## src/rtl/time_keeper.sv

```systemverilog
// BCD time-of-day counter with a button-driven set mode feeding the seven-segment scan mux.
// Define TK_12H_EN for 12-hour display (12,01..11 with pm); default build is 24-hour.
module time_keeper (
    input  logic       clk,
    input  logic       rst_n,
    input  logic       tick_1hz,
    input  logic       tick_2hz,
    input  logic       btn_mode,
    input  logic       btn_inc,
    output logic [7:0] hh,
    output logic [7:0] mm,
    output logic [7:0] ss,
    output logic       pm,
    output logic       blink_en,
    output logic [1:0] blink_sel
);

    // State encodings double as the blink field select the multiplexer consumes.
    localparam logic [1:0] ST_HH  = 2'b00;
    localparam logic [1:0] ST_MM  = 2'b01;
    localparam logic [1:0] ST_SS  = 2'b10;
    localparam logic [1:0] ST_RUN = 2'b11;

`ifdef TK_12H_EN
    localparam logic [7:0] HH_RST = 8'h12;
`else
    localparam logic [7:0] HH_RST = 8'h00;
`endif

    logic [1:0] state_q, state_d;
    logic [7:0] hh_q, hh_d;
    logic [7:0] mm_q, mm_d;
    logic [7:0] ss_q, ss_d;
    logic       pm_q, pm_d;
    logic       phase_q, phase_d;
    logic       blink_en_q, blink_en_d;

    // Two-digit BCD increment that wraps to 00 after max_v.
    function automatic logic [7:0] bcd_inc(input logic [7:0] v, input logic [7:0] max_v);
        if (v == max_v)
            return 8'h00;
        if (v[3:0] == 4'd9)
            return {v[7:4] + 4'd1, 4'd0};
        return {v[7:4], v[3:0] + 4'd1};
    endfunction

    function automatic logic [7:0] hour_inc(input logic [7:0] v);
`ifdef TK_12H_EN
        return (v == 8'h12) ? 8'h01 : bcd_inc(v, 8'h12);
`else
        return bcd_inc(v, 8'h23);
`endif
    endfunction

    function automatic logic pm_next(input logic [7:0] v, input logic p);
`ifdef TK_12H_EN
        return (v == 8'h11) ? ~p : p;
`else
        return p & (v == 8'hFF);
`endif
    endfunction

    always_comb begin
        // NOTE: every variable gets a default first so no path leaves it unassigned (no latches).
        state_d = state_q;
        hh_d    = hh_q;
        mm_d    = mm_q;
        ss_d    = ss_q;
        pm_d    = pm_q;

        case (state_q)
            ST_RUN: begin
                if (tick_1hz) begin
                    ss_d = bcd_inc(ss_q, 8'h59);
                    if (ss_q == 8'h59) begin
                        mm_d = bcd_inc(mm_q, 8'h59);
                        if (mm_q == 8'h59) begin
                            hh_d = hour_inc(hh_q);
                            pm_d = pm_next(hh_q, pm_q);
                        end
                    end
                end
                if (btn_mode)
                    state_d = ST_HH;
            end
            ST_HH: begin
                if (btn_mode) begin
                    state_d = ST_MM;
                end else if (btn_inc) begin
                    hh_d = hour_inc(hh_q);
                    pm_d = pm_next(hh_q, pm_q);
                end
            end
            ST_MM: begin
                if (btn_mode)
                    state_d = ST_SS;
                else if (btn_inc)
                    mm_d = bcd_inc(mm_q, 8'h59);
            end
            default: begin
                if (btn_mode)
                    state_d = ST_RUN;
                else if (btn_inc)
                    ss_d = bcd_inc(ss_q, 8'h59);
            end
        endcase

        // A press always shows the field immediately, overriding a coincident 2 Hz toggle.
        if (btn_mode || btn_inc)
            phase_d = 1'b0;
        else if (tick_2hz)
            phase_d = ~phase_q;
        else
            phase_d = phase_q;

        blink_en_d = phase_d && (state_d != ST_RUN);
    end

    // NOTE: sequential state uses non-blocking assignments so every flop samples pre-edge values.
    always_ff @(posedge clk or negedge rst_n) begin
        if (!rst_n) begin
            state_q    <= ST_RUN;
            hh_q       <= HH_RST;
            mm_q       <= 8'h00;
            ss_q       <= 8'h00;
            pm_q       <= 1'b0;
            phase_q    <= 1'b0;
            blink_en_q <= 1'b0;
        end else begin
            state_q    <= state_d;
            hh_q       <= hh_d;
            mm_q       <= mm_d;
            ss_q       <= ss_d;
            pm_q       <= pm_d;
            phase_q    <= phase_d;
            blink_en_q <= blink_en_d;
        end
    end

    assign hh        = hh_q;
    assign mm        = mm_q;
    assign ss        = ss_q;
    assign pm        = pm_q;
    assign blink_en  = blink_en_q;
    assign blink_sel = state_q;

endmodule

```

## config.mk

```make
export PLATFORM = sky130hd
export DESIGN_NAME = time_keeper
export DESIGN_NICKNAME = d
export VERILOG_FILES = /design/src/rtl/time_keeper.sv
export SDC_FILE = /design/constraint.sdc
export NUM_CORES = 1
export LEC_CHECK = 0
export BUFFER_PORTS_ARGS = -buffer_cell sky130_fd_sc_hd__buf_2
export CAP_MARGIN = 0
export CORE_ASPECT_RATIO = 1.1
export CORE_MARGIN = 2
export CORE_UTILIZATION = 43
export CTS_BUF_LIST = sky130_fd_sc_hd__clkbuf_2 sky130_fd_sc_hd__clkbuf_4 sky130_fd_sc_hd__clkbuf_8
export CTS_CLUSTER_DIAMETER = 100
export DETAILED_ROUTE_END_ITERATION = 10
export GPL_TIMING_DRIVEN = 0
export RECOVER_POWER = 25
export SLEW_MARGIN = 20
export SYNTH_ARGS = -nofsm -noshare
export SYNTH_HDL_FRONTEND = slang
export SYNTH_SLANG_ARGS = --single-unit
```

## constraint.sdc

```tcl
create_clock -name clk -period 2.3 [get_ports clk]
set_input_delay 0.23 -clock clk [delete_from_list [all_inputs] [get_ports clk]]
set_output_delay 0.23 -clock clk [all_outputs]
set_load 0.01 [all_outputs]
```

==> results of run 1 <==
==> layout make-up <==
type | count | area share [%]
Sequential cell | 29 | 36.4
Buffer | 6 | 2.19
Clock buffer | 7 | 4.50
Inverter | 8 | 1.50
Timing Repair Buffer | 33 | 8.19
Multi-Input combinational cell | 120 | 44.1
Tap cell | 50 | 3.13
==> metal layers <==
layer | up-vias | GRT usage [%]
met1 | 640 | 20.0
met5 | - | 0
met2 | 31 | 27.7
li1 | 671 | -
met3 | 4 | 5.19
met4 | 0 | 4.83
==> cells by family (layout without fill, tap and decap cells) <==
kind of cell	count (synthesis)	count (layout)	synth area share, %
simple gates	57	57	19.3
compound gates	41	41	18.3
flops	29	29	43.2
buf+inv	14	54	4.38
fa+ha+maj	12	12	8.91
xor+xnor	5	5	2.60
mux	5	5	3.34
==> worst register-to-register path, stage by stage, from the launching register on <==
cell and delay (ns):
dfrtp_1 0.43, ha_1 0.21, and3b_1 0.16, buf_2 0.16
a41oi_2 0.40, nand2b_1 0.26, mux2_2 0.35
==> cell usage in the layout, fill, tap and decap left out, types with 3 or more instances in the layout <==
cell	n
nand2_1	14
clkbuf_8	6
and3b_1	4
o31ai_1	6
o21ai_0	15
buf_2	34
o41ai_1	5
nand2b_1	4
nor2_1	9
mux2_2	5
inv_1	8
nor3_1	3
xor2_1	3
dfrtp_1	27
nand3_1	5
ha_1	12
nor3b_1	3
==> through the flow <==
| step | setup WS [ns] | instances | cell area [sq um] | hold slack (ns) | total power [W] |
|---|---|---|---|---|---|
| after floorplan | 0.378 | 163 | 1690 | -0.0656 | 0.00144 |
| after global placement | 0.225 | 246 | 1910 | 0.298 | 0.00171 |
| after detailed placement | 0.197 | 246 | 1910 | 0.311 | 0.00175 |
| after CTS | 0.180 | 253 | 2000 | 0.0165 | 0.00219 |
| after global routing | 0.0504 | 253 | 2000 | 0.182 | 0.00234 |
| final | 0.202 | 253 | 2000 | 0.185 | 0.00216 |
==> flip-flops by register name (all words and copies together) (netlist names) <==
name,count
hh,8
pm,1
phase_q,1
ss,8
blink_sel,2
mm,8
blink_en,1
==> report_power, final <==
part	leakage, nW	switching (W)	total [W]	internal [W]
clock	0.0477	0.000175	0.000423	0.000248
combinational	0.529	0.000495	0.000879	0.000384
sequential	0.370	0.000187	0.000855	0.000668
==> worst paths after layout <==
kind                           end  cells past startpoint
max                          mm[0]                      6
max reg2reg                  mm[0]                      6
min in group asynchronous    mm[3]                      1
min reg2reg                     pm                      1
max in group asynchronous    ss[1]                      1
min                        phase_q                      2
==> impl_metrics.json, run 1 <==
{
  "regToRegSetupSlack_ns": 0.20,
  "crit_type": "reg -> reg",
  "grt_pass1_wl_mm": 5.84,
  "diodes": 0,
  "avgSynthCellArea_sq_um": 10.3,
  "start_kind": "register",
  "syn-instance-count": 163,
  "clk_pin_slew_ns": 0.06,
  "p_per_area_nw_per_um2": 1080,
  "cp.required_ns": 2.46,
  "fmax_ghz": 0.477,
  "endpoint_kind": "register",
  "via_per_inst": 5.32,
  "finalHoldViolCount": 0,
  "cap_violations": 1,
  "finalSetupViolations": 0,
  "wl_met1_mm": 1.52,
  "wl_met2_mm": 1.72,
  "min-delay-start": "btn_inc",
  "worstSkewPairLatency_ns": 0.27,
  "min_period_ns": 2.10,
  "ctsHoldBuffers": 0,
  "ys_warn_count": 0,
  "num_rows": 23,
  "fin_util_pct": 53.9,
  "portBuffers": 33,
  "grt_max_degree": 30,
  "drtPass1Iterations": 4,
  "chipWidth_microns": 63.7,
  "start_util_pct": 45.4,
  "startpoint": "ss[0]",
  "critPathBufInv": 1,
  "vias": 1346,
  "crit_fanout": 10,
  "cts_buffers": 5,
  "drc": 0,
  "synthFlopType": "dfrtp_1",
  "ant_nets": 0,
  "p_leak_nw": 0.947,
  "ys_seq_elements": 29,
  "fillers": 353,
  "numClockSinks": 29,
  "r2r-start": "ss[0]",
  "relSlewSlack_pct": -7.27,
  "drtIter0Drc": 52,
  "synth_commonest_cells": "dfrtp_1 (27), o21ai_0 (15), nand2_1 (14)",
  "skew_ns": 0.00497,
  "drive_gt1_share_pct": 27.6,
  "grt_usage_pct": 16.5,
  "synthArstFlopShare_pct": 100,
  "postCtsSetupRepairBufs": 0,
  "gr-total-overflow": 0,
  "tightest_slew_ns": 1.61,
  "synthesis.nets": 181,
  "ir_worst_vdd_uv": 599,
  "finalMaxSlewViolations": 30,
  "crit_slowest_cell": "dfrtp_1",
  "synth_top_area_share_pct": 40.1,
  "worst_ep_arrival_time_ns": 2.26,
  "tns_ns": 0,
  "wl_per_cell_microns": 13.5,
  "period_share_pct": 91.2,
  "fp.dieArea_sq_um": 4440,
  "clock_path_buffers": 2,
  "cts_tree": "yes",
  "crit_family": "flip-flops",
  "route.top_layer_used": "met4",
  "netlist_area_sq_um": 1690,
  "chipHeight_microns": 69.7,
  "place.gp.congestion": 0.814,
  "wl_met3_microns": 143,
  "outcome": "finished, violations left",
  "register_area_sq_um": 728,
  "synth.area.top_cells": "dfrtp_1 (40%), ha_1 (8.9%), o21ai_0 (4.5%)",
  "yosysMostFrequentCell": "dfrtp_1",
  "yosys.cell_types.count": 47,
  "multi_input_area_sq_um": 883,
  "synth.largest_area_cell": "dfrtp_1",
  "io_pins": 34,
  "area_delta_synth_final_pct": 18.8,
  "coreArea_sq_um": 3710,
  "slowest_delay_ns": 0.43,
  "ctsHtreeMaxLevel": 2,
  "violations": "capacitance limit, slew limit",
  "nNetsFinal": 221,
  "seq_area_frac_synth_pct": 43.2,
  "cts_resized": 0,
  "hpwlAfterDp_mm": 2.51,
  "cp_cell_sequence": "ha_1 -> and3b_1 -> buf_2 -> a41oi_2 -> nand2b_1 -> mux2_2",
  "synth_edf_count": 0,
  "wl_mm": 3.41,
  "antenna_found_initial": 0,
  "rsz0062_at_grt": "no",
  "grt_pass1_vias": 1271,
  "root_buffer": "clkbuf_8",
  "min_path_type": "in -> reg"
}
No activity file was read; power rests on OpenSTA's default activity.
==> run 2: changes to the inputs <==
==> constraint.sdc (replaced) <==
create_clock -name clk -period 2.3 [get_ports clk]
set_input_delay 0.115 -clock clk [delete_from_list [all_inputs] [get_ports clk]]
set_output_delay 0.115 -clock clk [all_outputs]
set_load 0.01 [all_outputs]
==> impl_metrics.json, run 2 (synthesis results as in run 1) <==
{
  "outcome": "finished, violations left",
  "violations": "capacitance limit, slew limit",
  "worstSkewPairLatency_ns": 0.27,
  "num_rows": 23,
  "grt_util_met1_pct": 20.0,
  "coreArea_sq_um": 3710,
  "final_common_cell": "dfrtp_1",
  "wl_per_cell_microns": 13.5,
  "grt_use_met3_pct": 5.19,
  "p_per_area_nw_per_um2": 1080,
  "finalMaxSlewViolations": 30,
  "grt_pass1_vias": 1271,
  "p_leak_nw": 0.894,
  "hpwlAfterDp_mm": 2.51,
  "cp.required_ns": 2.46,
  "chipWidth_microns": 63.7,
  "endpoint_kind": "register",
  "area_delta_synth_final_pct": 18.3,
  "gr-total-overflow": 0,
  "layout_common_cells": "dfrtp_1 (27), buf_2 (19), clkbuf_1 (17)",
  "drive_gt1_share_pct": 20.1,
  "postCtsSetupRepairBufs": 0,
  "ir_worst_vdd_uv": 598,
  "io_pins": 34,
  "tns_ns": 0,
  "place.gp.congestion": 0.814,
  "ctsHoldBuffers": 1,
  "start_util_pct": 45.4,
  "grt_most_used_layer": "met2",
  "nNetsFinal": 222,
  "period_share_pct": 91.0,
  "min_path_type": "in -> reg",
  "wl_mm": 3.43,
  "clock_path_buffers": 2,
  "regToRegSetupSlack_ns": 0.21,
  "cts_tree": "yes",
  "min_period_ns": 2.09,
  "chipHeight_microns": 69.7,
  "drc": 0,
  "numClockSinks": 29,
  "finalSetupViolations": 0,
  "rsz0062_at_grt": "no",
  "cap_violations": 1,
  "worst_ep_arrival_time_ns": 2.25,
  "crit_type": "reg -> reg",
  "diodes": 0,
  "vias": 1350,
  "ctsHtreeMaxLevel": 2,
  "skew_ns": 0.00487,
  "use_met2_pct": 27.7,
  "drtPass1Iterations": 4,
  "portBuffers": 33,
  "grt_max_degree": 30,
  "crit_fanout": 10,
  "relSlewSlack_pct": -6.89,
  "via_per_inst": 5.31,
  "cts_buffers": 5,
  "fmax_ghz": 0.478,
  "cts_resized": 0,
  "grt_usage_pct": 16.5,
  "antenna_found_initial": 0,
  "tightest_slew_ns": 1.60,
  "fin_util_pct": 53.7,
  "start_kind": "register",
  "fp.dieArea_sq_um": 4440,
  "clk_pin_slew_ns": 0.06,
  "ant_nets": 0,
  "root_buffer": "clkbuf_8",
  "drtIter0Drc": 44,
  "finalHoldViolCount": 0,
  "grt_pass1_wl_mm": 5.84
}
-- run 2: cell type report --
class / instances / area, sq um
multi-input combinational: 120 / 883
timing repair buffer: 34 / 155
sequential: 29 / 728
fill: 358 / 1720
clock buffer: 7 / 90.1
inverter: 8 / 30.0
buffer: 6 / 43.8
tap: 50 / 62.6
-- run 2: per-layer routing --
metal	vias to the layer above	share of wire (%)
met1	645	45
met3	4	4.1
met4	0	0.85
met2	28	50
met5	-	0
li1	673	-
-- run 2: worst paths after layout --
check | startpoint | end | cells past startpoint
min | btn_inc | phase_q | 2
min reg2reg | pm | pm | 1
max | ss[0] | mm[0] | 6
max in group asynchronous | rst_n | ss[1] | 2
min in group asynchronous | rst_n | mm[3] | 2
max reg2reg | ss[0] | mm[0] | 6
-- run 2: report_power, final --
group          total (W)  switching, W  internal (W)
Sequential      0.000857      0.000189      0.000668
Clock           0.000423      0.000175      0.000248
Combinational   0.000866      0.000496      0.000370
Total            0.00215      0.000860       0.00129
-- run 2: critical path: stages (launching register included) --
cell,delay [ns]
dfrtp_1,0.43
ha_1,0.21
and3b_1,0.16
buf_2,0.16
a41oi_2,0.40
nand2b_1,0.26
mux2_2,0.35
-- run 2: per-stage QoR --
step,total power [W],cell area (sq um),worst slack [ns],hold WS [ns],instances
CTS,0.00219,2010,0.180,0.0576,254
finish,0.00215,1990,0.206,0.0693,254
global route,0.00233,1990,0.0504,0.0674,254
floorplan,0.00144,1690,0.378,-0.181,163
detailed placement,0.00175,1910,0.197,0.196,246
global placement,0.00171,1910,0.225,0.183,246
==> run 3: changes to the inputs <==
--- a/config.mk
+++ b/config.mk
@@ -14,6 +14,7 @@
 export CTS_CLUSTER_DIAMETER = 100
 export DETAILED_ROUTE_END_ITERATION = 10
 export GPL_TIMING_DRIVEN = 0
+export MAX_ROUTING_LAYER = met4
 export RECOVER_POWER = 25
 export SLEW_MARGIN = 20
 export SYNTH_ARGS = -nofsm -noshare
==> impl_metrics.json, run 3 (synthesis results as in run 1) <==
{
  "outcome": "finished, violations left",
  "violations": "capacitance limit, slew limit",
  "crit_type": "reg -> reg",
  "chipHeight_microns": 69.7,
  "start_util_pct": 45.4,
  "regToRegSetupSlack_ns": 0.21,
  "clkPwrFrac_pct": 19.7,
  "endpoint_kind": "register",
  "clk_pin_slew_ns": 0.06,
  "layout_common_cells": "dfrtp_1 (27), buf_2 (19), clkbuf_1 (17)",
  "p_per_area_nw_per_um2": 1080,
  "via_per_inst": 5.31,
  "tns_ns": 0,
  "fmax_ghz": 0.478,
  "cts_resized": 0,
  "relSlewSlack_pct": -6.89,
  "finalSetupViolations": 0,
  "tightest_slew_ns": 1.60,
  "power.switching_w": 0.000860,
  "antenna_found_initial": 0,
  "cp_cell_sequence": "ha_1 -> and3b_1 -> buf_2 -> a41oi_2 -> nand2b_1 -> mux2_2",
  "skew_ns": 0.00487,
  "p_leak_nw": 0.894,
  "finalHoldViolCount": 0,
  "start_kind": "register",
  "min_period_ns": 2.09,
  "grt_max_degree": 30,
  "clock_path_buffers": 2,
  "ctsHtreeMaxLevel": 2,
  "cts_buffers": 5,
  "nNetsFinal": 222,
  "seq_power_share_pct": 39.9,
  "switching_share_pct": 40.1,
  "cp.required_ns": 2.46,
  "ctsHoldBuffers": 1,
  "placed_cell_area_sq_um": 1910,
  "worst_slack_ns": 0.206,
  "root_buffer": "clkbuf_8",
  "fp.dieArea_sq_um": 4440,
  "internal_power_w": 0.00129,
  "r2r-end": "mm[0]",
  "slowest_delay_ns": 0.43,
  "wl_mm": 3.43,
  "grt_pass1_vias": 1267,
  "min_path_type": "in -> reg",
  "coreArea_sq_um": 3710,
  "worstSkewPairLatency_ns": 0.27,
  "drc": 0,
  "cp.depth": 6,
  "ff2ff_path_depth": 6,
  "numClockSinks": 29,
  "final_common_cell": "dfrtp_1",
  "ir_worst_vdd_uv": 598,
  "rsz0062_at_grt": "no",
  "drtIter0Drc": 44,
  "grt_pass1_wl_mm": 5.85,
  "period_share_pct": 91.0,
  "place.gp.congestion": 0.827,
  "diodes": 0,
  "worst_ep_arrival_time_ns": 2.25,
  "hpwlAfterDp_mm": 2.51,
  "crit_fanout": 10,
  "grt_usage_pct": 16.9,
  "r2r-start": "ss[0]",
  "place_ws_ns": 0.197,
  "vias": 1350,
  "worstSetupEndpoint": "mm[0]",
  "cts_tree": "yes",
  "crit_family": "flip-flops",
  "whs_path_depth": 2,
  "drive_gt1_share_pct": 20.1,
  "p_comb_share_pct": 40.3,
  "portBuffers": 33,
  "finalMaxSlewViolations": 30,
  "num_rows": 23,
  "gr-total-overflow": 0,
  "area_delta_synth_final_pct": 18.3,
  "drtPass1Iterations": 4,
  "io_pins": 34,
  "critPathBufInv": 1,
  "chipWidth_microns": 63.7,
  "fin_area_sq_um": 1990,
  "ant_nets": 0,
  "cap_violations": 1,
  "crit_slowest_cell": "dfrtp_1",
  "wl_per_cell_microns": 13.5,
  "startpoint": "ss[0]",
  "postCtsSetupRepairBufs": 0
}
run 3: layer usage:
layer	routed length (microns)	share of wire (%)	track usage, %
met2	1720	50	27.7
met1	1540	45	20.0
met3	141	4.1	5.19
met5	0	0	-
met4	29	0.85	4.83
run 3: worst min-delay path by stage:
stage | startpoint | endpoint
3_3_place_gp | rst_n | mm[3]
4_1_cts | btn_inc | phase_q
2_1_floorplan | rst_n | blink_en
6_report | btn_inc | phase_q
3_5_place_dp | rst_n | mm[3]
5_1_grt | btn_inc | phase_q
run 3: metrics by stage:
step | hold WS [ns] | power, W | cells | utilization [%]
after global placement | 0.183 | 0.00171 | 246 | 51.5
final | 0.0693 | 0.00215 | 254 | 53.7
after floorplan | -0.181 | 0.00144 | 163 | -
after global routing | 0.0675 | 0.00233 | 254 | 53.7
after CTS | 0.0576 | 0.00219 | 254 | 54.2
after detailed placement | 0.196 | 0.00175 | 246 | 51.5
run 3: power by group through the flow:
| stage | Sequential [W] | Combinational, W | Clock, W |
|---|---|---|---|
| after floorplan | 0.000902 | 0.000539 | 0 |
| after CTS | 0.000856 | 0.000893 | 0.000439 |
| after global placement | 0.000852 | 0.000858 | 0 |
| after global routing | 0.000885 | 0.000979 | 0.000462 |
| after detailed placement | 0.000864 | 0.000887 | 0 |
| final | 0.000857 | 0.000866 | 0.000423 |
run 3: final cells by class:
class | instances | area (sq um)
fillers | 358 | 1720
multi-input cells | 120 | 883
flip-flops and latches | 29 | 728
repair buffers | 34 | 155
clock buffers | 7 | 90.1
well taps | 50 | 62.6
plain buffers | 6 | 43.8
inverters | 8 | 30.0
